`src/rtl/conversor_bin_bcd_seq_if.sv`:
```
// conversor_bin_bcd_seq_if: start/busy/done handshake and data path of the BCD converter.
interface conversor_bin_bcd_seq_if #(parameter int LARGURA = 8, parameter int DIGITOS = 3);
  logic inicio;
  logic [LARGURA-1:0] entrada;
  logic ocupado;
  logic pronto;
  logic [4*DIGITOS-1:0] bcd;
  modport master(output inicio, entrada, input ocupado, pronto, bcd);
  modport slave(input inicio, entrada, output ocupado, pronto, bcd);
endinterface

```
`src/rtl/conversor_bin_bcd_seq.sv`:
```
// conversor_bin_bcd_seq: double-dabble binary to BCD, one bit per clock.
module conversor_bin_bcd_seq #(
  parameter int LARGURA = 8,
  parameter int DIGITOS = 3
) (
  input logic clk,
  input logic reset,
  conversor_bin_bcd_seq_if.slave bus
);
  localparam int CW = $clog2(LARGURA + 1);
  typedef enum logic {OCIOSO, CONVERTE} estado_t;
  estado_t r_estado, w_prox;
  logic [LARGURA-1:0] r_bin_sr;
  logic [4*DIGITOS-1:0] r_bcd_sr, r_bcd, w_adj, w_bcd_nxt;
  logic [CW-1:0] r_cnt;
  logic r_pronto, w_aceita, w_ultimo;
  for (genvar g = 0; g < DIGITOS; g++) begin : g_adj
    assign w_adj[4*g +: 4] = (r_bcd_sr[4*g +: 4] >= 4'd5) ? r_bcd_sr[4*g +: 4] + 4'd3 : r_bcd_sr[4*g +: 4];
  end
  // adjusted digits shifted left, taking the next binary MSB into the units digit
  assign w_bcd_nxt = {w_adj[4*DIGITOS-2:0], r_bin_sr[LARGURA-1]};
  always_comb begin
    w_aceita = (r_estado == OCIOSO) && bus.inicio;
    w_ultimo = (r_estado == CONVERTE) && (r_cnt == CW'(1));
    w_prox = w_aceita ? CONVERTE : w_ultimo ? OCIOSO : r_estado;
  end
  always_ff @(posedge clk)
    if (reset) r_estado <= OCIOSO;
    else r_estado <= w_prox;
  always_ff @(posedge clk) begin
    if (reset) begin
      r_bin_sr <= '0;
      r_bcd_sr <= '0;
      r_cnt <= '0;
      r_bcd <= '0;
      r_pronto <= 1'b0;
    end else begin
      r_pronto <= w_ultimo;
      if (w_aceita) begin
        r_bin_sr <= bus.entrada;
        r_bcd_sr <= '0;
        r_cnt <= CW'(LARGURA);
      end else if (r_estado == CONVERTE) begin
        r_bcd_sr <= w_bcd_nxt;
        r_bin_sr <= {r_bin_sr[LARGURA-2:0], 1'b0};
        r_cnt <= r_cnt - 1'b1;
      end
      if (w_ultimo) r_bcd <= w_bcd_nxt;
    end
  end
  assign bus.ocupado = (r_estado != OCIOSO);
  assign bus.pronto = r_pronto;
  assign bus.bcd = r_bcd;
endmodule

```
`src/flat_wrapper.sv`:
```
// flat-port wrapper written by rule: the top's interface ports become plain ports
module conversor_bin_bcd_seq_flat 
#(
  parameter int LARGURA = 8,
  parameter int DIGITOS = 3
)
  (clk, reset, bus_inicio, bus_entrada, bus_ocupado, bus_pronto, bus_bcd);
  conversor_bin_bcd_seq_if #(.LARGURA(LARGURA), .DIGITOS(DIGITOS)) bus_i ();
  input logic clk;
  input logic reset;
  input wire logic [$bits(bus_i.inicio)-1:0] bus_inicio;
  input wire logic [$bits(bus_i.entrada)-1:0] bus_entrada;
  output wire logic [$bits(bus_i.ocupado)-1:0] bus_ocupado;
  output wire logic [$bits(bus_i.pronto)-1:0] bus_pronto;
  output wire logic [$bits(bus_i.bcd)-1:0] bus_bcd;
  assign bus_i.inicio = bus_inicio;
  assign bus_i.entrada = bus_entrada;
  assign bus_ocupado = bus_i.ocupado;
  assign bus_pronto = bus_i.pronto;
  assign bus_bcd = bus_i.bcd;
  conversor_bin_bcd_seq #(.LARGURA(LARGURA), .DIGITOS(DIGITOS)) u_core (.clk(clk), .reset(reset), .bus(bus_i));
endmodule
```
`config.mk`:
```
export PLATFORM = sky130hd
export DESIGN_NAME = conversor_bin_bcd_seq_flat
export DESIGN_NICKNAME = d
export VERILOG_FILES = /design/src/rtl/conversor_bin_bcd_seq_if.sv /design/src/rtl/conversor_bin_bcd_seq.sv /design/src/flat_wrapper.sv
export SDC_FILE = /design/constraint.sdc
export NUM_CORES = 1
export LEC_CHECK = 0
export CAP_MARGIN = 30
export CORE_AREA = 5 5 69 71
export DETAILED_ROUTE_END_ITERATION = 10
export DIE_AREA = 0 0 74 76
export PLACE_DENSITY_LB_ADDON = 0.3
export REMOVE_ABC_BUFFERS = 1
export SYNTH_ARGS = -nofsm -noshare
export SYNTH_HDL_FRONTEND = slang
export SYNTH_SLANG_ARGS = --single-unit
```
`constraint.sdc`:
```
create_clock -name clk -period 1.29 [get_ports clk]
set_input_delay 0.3225 -clock clk [delete_from_list [all_inputs] [get_ports clk]]
set_output_delay 0.3225 -clock clk [all_outputs]
set_load 0.01 [all_outputs]
```
# --- Word level (Yosys, flattened, before mapping) ---
# Index checks and enable logic that the tools add are counted.
classes:
  n_eq_ne: 1
  n_addsub: 4
  bitwise_logic: 1
  muxes: 9
  n_div: 0
  mul: 0
  shifts: 0
  n_lt_le_gt_ge: 3
  n_reduce_logical: 5
op_table:
  columns: ["cell", "n"]
  rows:
  - ["2-to-1 mux 4 bit", 4]
  - ["2-to-1 mux 8 bit", 2]
  - [">= comparator 4 x 3 -> 1 bit (second input constant)", 3]
  - ["adder 4 x 2 -> 4 bit (second input constant)", 2]
  - ["== test 4 x 1 -> 1 bit (second input constant)", 1]
  - ["nonzero test 2 bit", 2]
  - ["subtractor 4 x 1 -> 4 bit (second input constant)", 1]
  - ["adder 3 x 2 -> 3 bit (second input constant)", 1]
  - ["2-to-1 mux 3 bit", 1]
  - ["logical AND 1 bit", 2]
  - ["2-to-1 mux 1 bit", 2]
  - ["OR reduction 2 bit", 1]
  - ["inverter 1 bit", 1]
totals:
  in_bits: 11
  ram_bits: 0
  reg_bits: 38
  elab_cells: 30
  romBits: 0
  mem_count: 0
  latch_bits: 0
  output_inout_bits: 14

# --- Longest topological paths before layout ---
# Gate-level depths: netlist of the first run.
depth:
  depth_word: 4
  mapped_depth: 7
  depth_no_buf: 6

# --- Least setup slack after synthesis of the first run ---
# Ideal clock, no wire load.
synth_timing:
  path_kind: "register to register"
  start: "register u_core.r_bcd_sr[5]"
  end: "register u_core.r_bcd[5], in the netlist u_core.bus.bcd[5]"
  synth_period_minus_slack_ps: 1341
  arrival_time_ps: 1225
  setup_slack_ps: -51
  n_path_buf: 0
  stages_incl_launch_ff: 7
  path_cell_list: "dfxtp_1 -> inv_1 -> ha_1 -> nand2b_1 -> a21oi_2 -> xnor2_1 -> a22o_1"
synth_via:
  elab_chain_cells: 2
synth_lines:
  columns: ["element", "line", "text"]
  rows:
  - ["from (decl)", "conversor_bin_bcd_seq.sv:14", "logic [4*DIGITOS-1:0] r_bcd_sr, r_bcd, w_adj, w_bcd_nxt;"]
  - ["from (signal assigned)", "conversor_bin_bcd_seq.sv:44", "r_bcd_sr <= w_bcd_nxt;"]
  - [">= comparator 4 x 3 -> 1 bit", "conversor_bin_bcd_seq.sv:18", "assign w_adj[4*g +: 4] = (r_bcd_sr[4*g +: 4] >= 4'd5) ? r_bcd_sr[4*g +: 4] + 4'd3 : r_bcd_sr[4*g +: 4];"]
  - ["2-to-1 mux 4 bit", "conversor_bin_bcd_seq.sv:18", null]
  - ["to (signal assigned)", "conversor_bin_bcd_seq.sv:48", "if (w_ultimo) r_bcd <= w_bcd_nxt;"]
  - ["to (decl)", "conversor_bin_bcd_seq.sv:14", null]
# Every way passes these cells.
# A chain may end at the register's enable or synchronous reset.

# --- Worst setup path in the final report of the first run ---
layout_timing:
  start: "register u_core.r_bcd_sr[8]"
  end: "register u_core.r_bcd_sr[10]"
layout_via:
  elab_chain_cells: 2
  elab_cells_between_ends: 3
layout_lines:
  columns: ["element", "line"]
  rows:
  - [">= comparator 4 x 3 -> 1 bit / adder 3 x 2 -> 3 bit (equally long branches)", "conversor_bin_bcd_seq.sv:18"]
  - ["2-to-1 mux 3 bit *", "conversor_bin_bcd_seq.sv:18"]
# Every way passes the cells marked *; elsewhere a longest branch is shown, timed or not.

==> results of run 1 <==
power by group:
part / internal (mW) / switching (mW)
logic: 0.209 / 0.184
registers: 1.21 / 0.0320
clock network: 0.372 / 0.393
total: 1.79 / 0.610
cell usage in the layout, fill, tap and decap left out, drive strengths merged:
cell and n:
and4bb 1, xor2 1, and3 2, a21oi 20, xnor2 5, inv 13
nor3b 3, dlygate4sd2 13, nand2b 4, buf 38, clkbuf 8, nor3 7
a211oi 4, a31oi 2, nor2b 3, o21a 1, o21ai 15, dfxtp 38
nand3 3, ha 8, a22o 4, o2bb2ai 2, a221oi 1, nand2 16
nor2 23, mux2i 12, a21o 3, clkdlybuf4s50 10
critical path, cell delays in order, from the launching register on:
cell      delay [ns]
dfxtp_4         0.38
inv_2           0.05
ha_4            0.16
nand2b_4        0.08
a21oi_4         0.07
buf_4           0.15
a221oi_2        0.25
nor3_1          0.07
flip-flops by register name (all words and copies together), names as in the netlist:
name,count
u_core.r_cnt,4
u_core.bus.pronto,1
u_core.bus.ocupado,1
u_core.bus.bcd,12
u_core.r_bin_sr,8
u_core.r_bcd_sr,12
timing repair:
item | CTS | global route
resized for setup | 43 | 37
buffers inserted | 1 | 5
pin swaps | 6 | 13
endpoints found under the setup margin | 28 | 25
cloned | 0 | 0
logic make-up after synthesis:
| kind of cell | share of synthesized area (%) |
|---|---|
| and+or+nand+nor | 17.0 |
| AOI/OAI and AO/OA | 18.3 |
| DFF | 43.6 |
| buffers and inverters | 5.52 |
| muxes | 6.88 |
| adders and majority gates | 5.73 |
| xor gates and xnor gates | 3.01 |
area by class of cell:
cell class                 count  area [um2]  share of cell area, %
sequential                    38         778                   29.9
clock buffer                   7        76.3                   2.93
multi-input combinational    140        1100                   42.3
tap                           52        65.1                   2.50
inverter                      13        56.3                   2.16
timing repair buffer          62         528                   20.3
path summary, 6_finish.rpt:
path,from,to
setup reg to reg,u_core.r_bcd_sr[8]$_SDFFE_PP0P_,u_core.r_bcd_sr[10]$_SDFFE_PP0P_
hold / removal,u_core.bus.bcd[3]$_SDFFE_PP0P_,u_core.bus.bcd[3]$_SDFFE_PP0P_
hold reg to reg,u_core.bus.bcd[3]$_SDFFE_PP0P_,u_core.bus.bcd[3]$_SDFFE_PP0P_
setup / recovery,u_core.r_bcd_sr[8]$_SDFFE_PP0P_,u_core.r_bcd_sr[10]$_SDFFE_PP0P_
stage by stage:
step	setup WS, ns	instance area, um2	std cells	TNS (ns)	hold WS (ns)
2_1_floorplan	-0.575	1700	191	-14.42	0.395
6_report	-0.0287	2610	312	-0.0805	0.444
4_1_cts	-0.00296	2430	307	-0.00296	0.455
3_3_place_gp	-0.217	2260	300	-5.62	0.436
3_5_place_dp	-0.273	2260	300	-5.51	0.442
5_1_grt	-0.115	2610	312	-0.879	0.467
per-layer routing:
| metal | GRT usage, % | wire length, um | share of wire (%) | up-vias |
|---|---|---|---|---|
| met1 | 19.1 | 1760 | 43 | 742 |
| met5 | 0 | 0 | 0 | - |
| li1 | - | - | - | 801 |
| met3 | 4.62 | 175 | 4.3 | 10 |
| met4 | 6.88 | 104 | 2.5 | 0 |
| met2 | 23.0 | 2050 | 50 | 29 |
==> results.md, run 1 <==
- Status: finished with violations
- Violated checks: setup timing
- Sequential-to-total area share from yosys stat: 43.6%
- Die ar.: 0.00562 mm2
- Clock Skew: 0.00673 ns
- Worst hold stages: 2
- Post-route setup slack: -0.0287 ns
- CTS Buf Count: 5
- Total power: 2.40 mW
- Global-route usage over all layers: 15.0%
- Yosys top cell by area: dfxtp_1
- Antenna violations before repair: 0
- Max FO, Critical Path: 3
- CTS root buf: clkbuf_8
- First-pass GRT wire length: 6580 um
- WS Path Type: reg -> reg
- RSZ-0062 raised after global routing: true
- Area growth syn-to-layout: 49.2%
- Core Area: 0.00417 mm2
- # fillers: 366
- ANT cells: 0
- Power Density: 921 mW/mm2
- Count of input and output buffers: 24
- Netlist cell types: 31
- GP Congestion: 0.779
- Finished Core Util: 62.4%
- Mean Syn Cell Area: 8.73 um2
- Detailed Route Iter0 Violations: 68
- IO Pins: 25
- CP Capture Type: register
- Max Slew Vio Count: 0
- Clock Path Buffers: 2
- Yosys top cell area share: 43.6%
- Post-layout min period: 1.32 ns
- # setup viols final: 6
- Final Cycle Share: 102%
- Final wirelength: 4100 um
- Slew HR: 78.0%
- Synth area leaders: dfxtp_1, mux2i_1, ha_1, a21oi_1, nor2_1
- Post-synth EDFFs: 0
- Die X-Extent: 74 um
- Fmax: 758 MHz
- Clk sinks: 38
- Maxcap violations: 0
- Worst reg-to-reg path cell count: 7
- Register bit total from synthesis: 38
- Vias per cell: 5.07
- Count of TritonRoute iterations in the first routing pass: 4
- WL/cell: 13.1 um
- Ys Warns: 0
- P_leak: 1.10 nW
- TritonCTS clock tree: yes
- Top cells by instance count after synthesis: dfxtp_1, nor2_1, a21oi_1
- Hold Buf Count CTS: 0
- DRC Markers: 0
- Hold WC Path Type: reg -> reg
- FP Rows: 24
- Max VDD drop: 603 uV
- H-tree depth: 2
- Top_reg_cell synth: dfxtp_1
- Asr flop ratio synth: 0%
- Chip height: 76 um
- Post-Syn Instances: 200
- Vias in the first global route: 1417
- Netlist Area Pre-Place: 0.00175 mm2
- Clk Latency, worst-skew pair: 0.29 ns
- Most frequent cell after synthesis: dfxtp_1
- Req. time, crit path: 1.47 ns
- Congestion Overflow GR: 0
- Largest net degree at the start of global routing: 18
- Vias post-DR: 1582
- Data arrival, critical path: 1.50 ns
- Slew @ Worst Pin: 0.329 ns
- Final hold violations: 0
- Starting density of the core: 41.8%
- Reg clk slew, reported paths: 0.07 ns
- Startpoint Class: register
- R2R setup slack: -0.03 ns
- Antenna Violating Nets Remaining: 0
- Share of cells above drive strength 1: 33.8%
- Detailed placer's ending HPWL: 2640 um
- Layout Nets: 279
(Power assumes the default switching activity.)
==> run 2, diff against run 1 <==
--- a/config.mk
+++ b/config.mk
@@ -7,6 +7,7 @@
 export LEC_CHECK = 0
 export CAP_MARGIN = 30
 export CORE_AREA = 5 5 69 71
+export CTS_CLUSTER_SIZE = 30
 export DETAILED_ROUTE_END_ITERATION = 10
 export DIE_AREA = 0 0 74 76
 export PLACE_DENSITY_LB_ADDON = 0.3
==> results of run 2 <==
Same layout as run 1: the final DEF is identical, and so are final timing and power.
